File: config.mk
export PLATFORM = sky130hd
export DESIGN_NAME = param_arb_mux
export DESIGN_NICKNAME = d
export VERILOG_FILES = /design/src/rtl/param_arb_mux.sv
export SDC_FILE = /design/constraint.sdc
export NUM_CORES = 1
export LEC_CHECK = 0
export ABC_AREA = 0
export CORE_ASPECT_RATIO = 1.25
export CORE_UTILIZATION = 40
export CTS_CLUSTER_SIZE = 24
export DETAILED_ROUTE_END_ITERATION = 8
export PLACE_DENSITY_LB_ADDON = 0.05
export SLEW_MARGIN = 20
export SYNTH_ARGS = -nofsm -noshare
export SYNTH_HDL_FRONTEND = slang
export SYNTH_SLANG_ARGS = --single-unit
File: constraint.sdc
create_clock -name clk -period 4.62 [get_ports clk]
set_clock_uncertainty 0.2 [all_clocks]
set_input_delay 0.462 -clock clk [delete_from_list [all_inputs] [get_ports clk]]
set_output_delay 0.462 -clock clk [all_outputs]
set_load 0.01 [all_outputs]
File: src/rtl/param_arb_mux.sv
// param_arb_mux: N-channel, W-bit stream multiplexer with run-time fixed-select
// or round-robin arbitration feeding one registered valid/ready output stage.
module param_arb_mux #(
  parameter  int N  = 8,
  parameter  int W  = 8,
  localparam int SW = $clog2(N)
) (
  input  logic           clk,
  input  logic           rst_n,
  input  logic [N*W-1:0] in_data,
  input  logic [N-1:0]   in_valid,
  output logic [N-1:0]   in_ready,
  input  logic           mode,
  input  logic [SW-1:0]  sel,
  output logic [W-1:0]   out_data,
  output logic [SW-1:0]  out_ch,
  output logic           out_valid,
  input  logic           out_ready
);

  logic [W-1:0]  out_data_r;
  logic [SW-1:0] out_ch_r;
  logic          out_valid_r;
  logic [SW-1:0] ptr_r;
  logic [SW-1:0] ptr_next_s;
  logic [SW-1:0] grant_s;
  logic          grant_valid_s;
  logic          load_en_s;
  logic [N-1:0]  in_ready_s;

  // The output register may refill on the same edge it drains.
  assign load_en_s = ~out_valid_r | out_ready;

  // Grant selection; round-robin searches ptr..N-1 first, then wraps to 0..ptr-1.
  always_comb begin
    grant_s       = '0;
    grant_valid_s = 1'b0;
    if (mode == 1'b0) begin
      for (int k = 0; k < N; k++) begin
        if (!grant_valid_s && (int'(sel) == k) && in_valid[k]) begin
          grant_s       = SW'(k);
          grant_valid_s = 1'b1;
        end else begin
          grant_s = grant_s;
        end
      end
    end else begin
      for (int k = 0; k < N; k++) begin
        if (!grant_valid_s && (k >= int'(ptr_r)) && in_valid[k]) begin
          grant_s       = SW'(k);
          grant_valid_s = 1'b1;
        end else begin
          grant_s = grant_s;
        end
      end
      for (int k = 0; k < N; k++) begin
        if (!grant_valid_s && in_valid[k]) begin
          grant_s       = SW'(k);
          grant_valid_s = 1'b1;
        end else begin
          grant_s = grant_s;
        end
      end
    end
  end

  // One-hot ready towards the granted channel, suppressed while in reset.
  always_comb begin
    in_ready_s = '0;
    for (int k = 0; k < N; k++) begin
      in_ready_s[k] = rst_n & load_en_s & grant_valid_s & (int'(grant_s) == k);
    end
  end

  assign ptr_next_s = (int'(grant_s) == N - 1) ? '0 : grant_s + SW'(1);

  // Output register and round-robin pointer.
  always_ff @(posedge clk or negedge rst_n) begin
    if (!rst_n) begin
      out_data_r  <= '0;
      out_ch_r    <= '0;
      out_valid_r <= 1'b0;
      ptr_r       <= '0;
    end else if (load_en_s) begin
      if (grant_valid_s) begin
        out_data_r  <= in_data[int'(grant_s)*W +: W];
        out_ch_r    <= grant_s;
        out_valid_r <= 1'b1;
        ptr_r       <= ptr_next_s;
      end else begin
        out_valid_r <= 1'b0;
      end
    end else begin
      out_valid_r <= out_valid_r;
    end
  end

  assign in_ready  = in_ready_s;
  assign out_data  = out_data_r;
  assign out_ch    = out_ch_r;
  assign out_valid = out_valid_r;

endmodule

Word level (Yosys, flattened, before mapping)
Cells that the tools add are included.
Widths: inputs -> output; s select.
- input bits: 79
- register bits after elaboration: 15
- shifts and indexed selects: 1
- bitwise operators: 12
- add/sub/neg operators: 1
- equality and inequality tests: 14
- reductions and logical operators: 62
- $lt $le $gt $ge: 7
- multiplexer cells: 72
- operators with widths (operator ; count):
    $mux 3 ; 22
    $shiftx 64x7->8 ; 1
    $mux 1 ; 50
    $logic_and 1x1->1 ; 37
    $eq 3x3->1 const B ; 8
    $logic_not 1->1 ; 22
    $eq 3x2->1 const B ; 4
    $and 1x1->1 ; 10
    $ge 3x3->1 const A ; 3
    $eq 3x1->1 const B ; 2
    $ge 1x3->1 const A ; 2
    $ge 2x3->1 const A ; 2
    $logic_not 3->1 ; 2
    $add 3x1->3 const B ; 1
    $reduce_and 2->1 ; 1
    $not 1->1 ; 1
    $or 1x1->1 ; 1

Depth between registers and ports, before layout
- depth in word-level cells: 72
- mapped depth: 12

Worst setup path before layout
OpenSTA, ideal clock, no wires.
- kind: input to output
- start: in in_valid[5]
- end: out in_ready[3]
- required time: 3958 ps
- path buffers: 1
- data arrival time: 2478 ps
- path slack: 1480 ps
- cell stages on the path: 8
- cell sequence: or3_1 o32a_1 or4_4 a21oi_4 buf_6 ha_1 ha_1 and3_1
- word-level cells in the longest chain between the ends: 46
- elaborated cells on any way between the ends: 74
- RTL lines (element ; line ; source):
    start: declaration ; 11 ; input logic [N-1:0] in_valid,
    $logic_and 1x1->1 ; 49 ; if (!grant_valid_s && (k >= int'(ptr_r)) && in_valid[k]) begin
    $mux 1 ; 49 ;
    $mux 1 ; 38 ; if (mode == 1'b0) begin
    $logic_not 1->1 ; 49 ;
    $logic_and 1x1->1 (2 in series) ; 49 ;
    $mux 1 ; 49 ;
    $mux 1 ; 38 ;
    $logic_not 1->1 ; 49 ;
    (+30 left out) ; - ;
    $mux 1 ; 38 ;
    $logic_not 1->1 ; 57 ; if (!grant_valid_s && in_valid[k]) begin
    $logic_and 1x1->1 ; 57 ;
    $mux 3 ; 57 ;
    $mux 3 * ; 38 ;
    via grant_s[1] ; 26 ; logic [SW-1:0] grant_s;
    $eq 3x3->1 * ; 71 ; in_ready_s[k] = rst_n & load_en_s & grant_valid_s & (int'(grant_s) == k);
    $and 1x1->1 * ; 71 ;
    end: declaration ; 12 ; output logic [N-1:0] in_ready,
The timed path passes the listed nets; every way through them passes the cells marked *. The select of a mux whose other input is x is not followed.

Worst setup path after layout
- start: in in_valid[4]
- end: out in_ready[3]
- word-level cells in the longest chain between the ends: 51
- elaborated cells on any way between the ends: 86
- RTL lines (element ; line):
    $logic_and 1x1->1 ; 49
    $mux 1 ; 49
    $mux 1 ; 38
    $logic_not 1->1 ; 49
    $logic_and 1x1->1 (2 in series) ; 49
    $mux 1 ; 49
    $mux 1 ; 38
    $logic_not 1->1 ; 49
    (+35 left out) ; -
    $mux 1 ; 38
    $logic_not 1->1 ; 57
    $logic_and 1x1->1 ; 57
    $mux 3 ; 57
    $mux 3 * ; 38
    via grant_s[0] ; 26
    $eq 3x3->1 * ; 71
    $and 1x1->1 * ; 71
Marks and branches as above.

==> results by group <==
Timing
  • Final WS setup: 496 ps
  • Final Critical Period: roughly 4100 ps
  • Final Cycle Share: 0.893
  • Fin Hold WS: ~280 ps
  • Max Fclk: 0.242 GHz
  • Final Hold Vio Count: 0
  • Unrepaired setup endpoints after global routing: no
  • Max Slew Vio Count: 0
  • Worst-Margin Slew: a little under 800 ps
  • Final setup vio count: 0
  • Rel. slew slack: 0.485
  • Setup TNS: 0 ps

Critical path
  • Crit end category: output pin
  • CP Cell Sequence: clkdlybuf4s50_1, a21boi_1, o32a_1, a211oi_1, o31ai_1, and2_1, inv_1, ha_1, ha_1, and3_1, clkdlybuf4s50_1
  • Slowest stage cell, crit path: clkdlybuf4s50_1
  • Crit Path Max Fanout: 11
  • CP startpoint kind: input pin
  • Worst EP required: 3960 ps
  • Crit path largest cell delay: 550 ps
  • Critical setup path kind: in2out
  • Arrival time of the worst setup path: between 3000 and 4000 ps

Die
  • Die Wd: about 60 microns
  • Num rows: 26
  • Num ports: 99
  • Die footprint: ~4500 sq um
  • Die Y: roughly 75 microns
  • Starting Density: 0.415
  • Total core area: 4070 sq um

Logic synthesis
  • Largest family of logic cells by synthesized area: simple AND/OR/NAND/NOR gates
  • Mux share of post-synthesis cell area: 0.110
  • Post-synth EDFFs: 0
  • Synth Area in Simple Gates: 0.338
  • Sequential-to-total area share from yosys stat: 0.222
  • Share of flip-flops with an asynchronous set or reset: 1.00
  • Post-Synth Adder-Cell Area: 0.0445
  • Post-Syn Area: approximately 1700 sq um
  • Synth Area in Compound Gates: 0.215
  • Mapped Nets: 292
  • Synth warn: 0
  • Prevailing post-synth register cell: dfrtp_1
  • Synth Instances: about 210
  • Synth Area per Inst: around 8.2 sq um
  • XOR/XNOR share of the synthesized area: 0
  • Synth Register Bits: 15
  • Synth unique cells: 50

Routing
  • Total number of vias: 1,982
  • Routed length per instance: between 15 and 20 microns
  • Final ANT Viol Nets: 0
  • DR pass1 iterations: 4
  • Vias per cell: ~5.6
  • DR iter-0 viols: between 70 and 80
  • Remaining DRCs: 0
  • Routed Wire Length: 5.53 mm

Placement
  • Placed Area: about 2700 sq um
  • Place WS: roughly 500 ps
  • GPL Wtd Cong: slightly below 1
  • Buffers on Ports: 98
  • HPWL after DPL: between 4 and 5 mm

Final layout
  • Layout cells sized above 1: 0.0633
  • Fin area: 2740 sq um
  • P&R area growth vs syn: 62.0%
  • ANT cells: 0
  • Fill count: 364
  • Nets: 386

CTS
  • Clk Latency, worst-skew pair: ~240 ps
  • Cts bufs inserted: 3
  • Clock transition at path regs: roughly 60 ps
  • H-Tree Level Count: 1
  • Clk sink count: 15
  • CTS max path bufs: 2
  • CTS Hold Bufs: 0
  • Clk Tree Root Cell: clkbuf_8
  • CTS tree: done
  • Postcts setup bufs: 0
  • PostCTS Resize Cnt: 0

Pwr
  • PD cells: 329 nW/um^2
  • Pleak: about 1.1 nW
  • Largest vdd supply drop: between 0.15 and 0.2 mV

Flow run
  • Maxcap violations: 0

Worst hold path
  • Worst min path class: reg2reg

Global route
  • Number of global-route vias before repair: around 1,900
  • Initial antenna violation count: 0
  • First-pass GRT wire length: 8.77 mm
  • Pin count of the biggest net entering global routing: 27
  • Gr ovfl total: 0
  • Gr usage total: 0.259

Outcome
  • Status: finished clean
==> through the flow <==
step                utilization  power [mW]  std cells
detailed placement        0.662       0.797        352
floorplan                     -       0.562        207
finish                    0.673       0.900        356
CTS                       0.673       0.907        356
global route              0.673       0.977        356
global placement          0.662       0.790        352
==> registers in the layout, summed over array words and instances (netlist names) <==
register   cells
out_valid      1
ptr_r          3
out_data       8
out_ch         3
==> metal layers <==
metal  global-route usage  vias up  part of all wire
li1                     -      978                 -
met4               0.0724        0             0.021
met3               0.0584       10             0.058
met2                0.499       75              0.54
met1                0.273      919              0.38
met5                    0        -                 0
==> area by class of cell <==
cell class	instances	area [sq um]	area share
flip-flops and latches	15	375	0.137
clock buffers	4	45.0	0.0165
multi-input cells	171	1200	0.439
repair buffers	102	1010	0.370
inverters	8	32.5	0.0119
well taps	56	70.1	0.0256
==> worst max-delay path: cells and delay by family <==
| family | cells | cell delay (ps) |
|---|---|---|
| buffers and inverters | 3 | 1140 |
| AND/OR/NAND/NOR | 2 | 560 |
| adder cells (fa/ha/maj) | 2 | 430 |
| AO/OA/AOI/OAI | 4 | 860 |
==> power by group <==
part           switching, mW  internal [mW]  leakage [nW]
logic                  0.273          0.287         0.891
registers             0.0478          0.187         0.171
clock network         0.0444         0.0610        0.0228
total                  0.365          0.535          1.08
==> Yosys cell counts, drive strengths merged (2+ instances only) <==
master | instances | area (sq um)
mux2 | 5 | 56.3
nand3b | 2 | 15.0
dfrtp | 15 | 375
o21ai | 4 | 20.0
or3 | 2 | 12.5
clkbuf | 3 | 11.3
mux4 | 2 | 48.8
o2111a | 8 | 90.1
nor2 | 4 | 31.3
nand2b | 3 | 18.8
a211oi | 2 | 15.0
inv | 8 | 32.5
o2111ai | 9 | 78.8
nor3 | 2 | 10.0
ha | 6 | 75.1
a21boi | 2 | 15.0
o21a | 2 | 15.0
a21o | 3 | 22.5
nand4b | 2 | 17.5
nand4 | 15 | 93.8
nand3 | 21 | 105
buf | 10 | 75.1
and3 | 7 | 43.8
and2 | 7 | 43.8
a21oi | 4 | 31.3
nand2 | 37 | 139
mux2i | 8 | 80.1
==> cells by family (layout without fill, tap and decap cells) <==
kind of cell               count (synthesis)  after routing
AOI/OAI and AO/OA                         43             43
adders and majority gates                  6              6
buffers and inverters                     21            114
DFF                                       15             15
muxes                                     15             15
and+or+nand+nor                          107            107
==> placed cells by master, fill, tap and decap left out, types with 2 or more instances in the layout <==
| cell | netlist | routed |
|---|---|---|
| nand3b_1 | 2 | 2 |
| or3_1 | 2 | 2 |
| buf_4 | 1 | 4 |
| ha_1 | 6 | 6 |
| nand4_1 | 15 | 15 |
| nand2_1 | 37 | 37 |
| dfrtp_1 | 15 | 15 |
| a211oi_1 | 2 | 2 |
| inv_1 | 6 | 6 |
| mux2_2 | 5 | 5 |
| o2111a_1 | 8 | 8 |
| o21a_1 | 2 | 2 |
| nand2b_1 | 3 | 3 |
| and2_1 | 7 | 7 |
| a21o_1 | 3 | 3 |
| nand3_1 | 21 | 21 |
| o21ai_0 | 4 | 4 |
| o2111ai_1 | 9 | 9 |
| clkbuf_8 | 0 | 3 |
| nand4b_1 | 2 | 2 |
| nor3_1 | 2 | 2 |
| and3_1 | 7 | 7 |
| nor2_1 | 3 | 3 |
| mux2i_1 | 8 | 8 |
| a21oi_1 | 3 | 3 |
| clkdlybuf4s50_1 | 0 | 98 |
==> path summary, 6_finish.rpt <==
kind,start,endpoint,slack [ps],cells past startpoint
hold / removal,out_ch[1]$_DFFE_PN0P_,out_ch[1]$_DFFE_PN0P_,280,1
hold reg to reg,out_ch[1]$_DFFE_PN0P_,out_ch[1]$_DFFE_PN0P_,280,1
max in group asynchronous,rst_n,out_data[5]$_DFFE_PN0P_,3270,1
min in group asynchronous,rst_n,out_valid$_DFFE_PN0N_,470,1
setup / recovery,in_valid[4],in_ready[3],500,11
setup reg to reg,ptr_r[0]$_DFFE_PN0P_,out_data[5]$_DFFE_PN0P_,1700,8
Note: power is estimated with default switching activity, not from simulation.
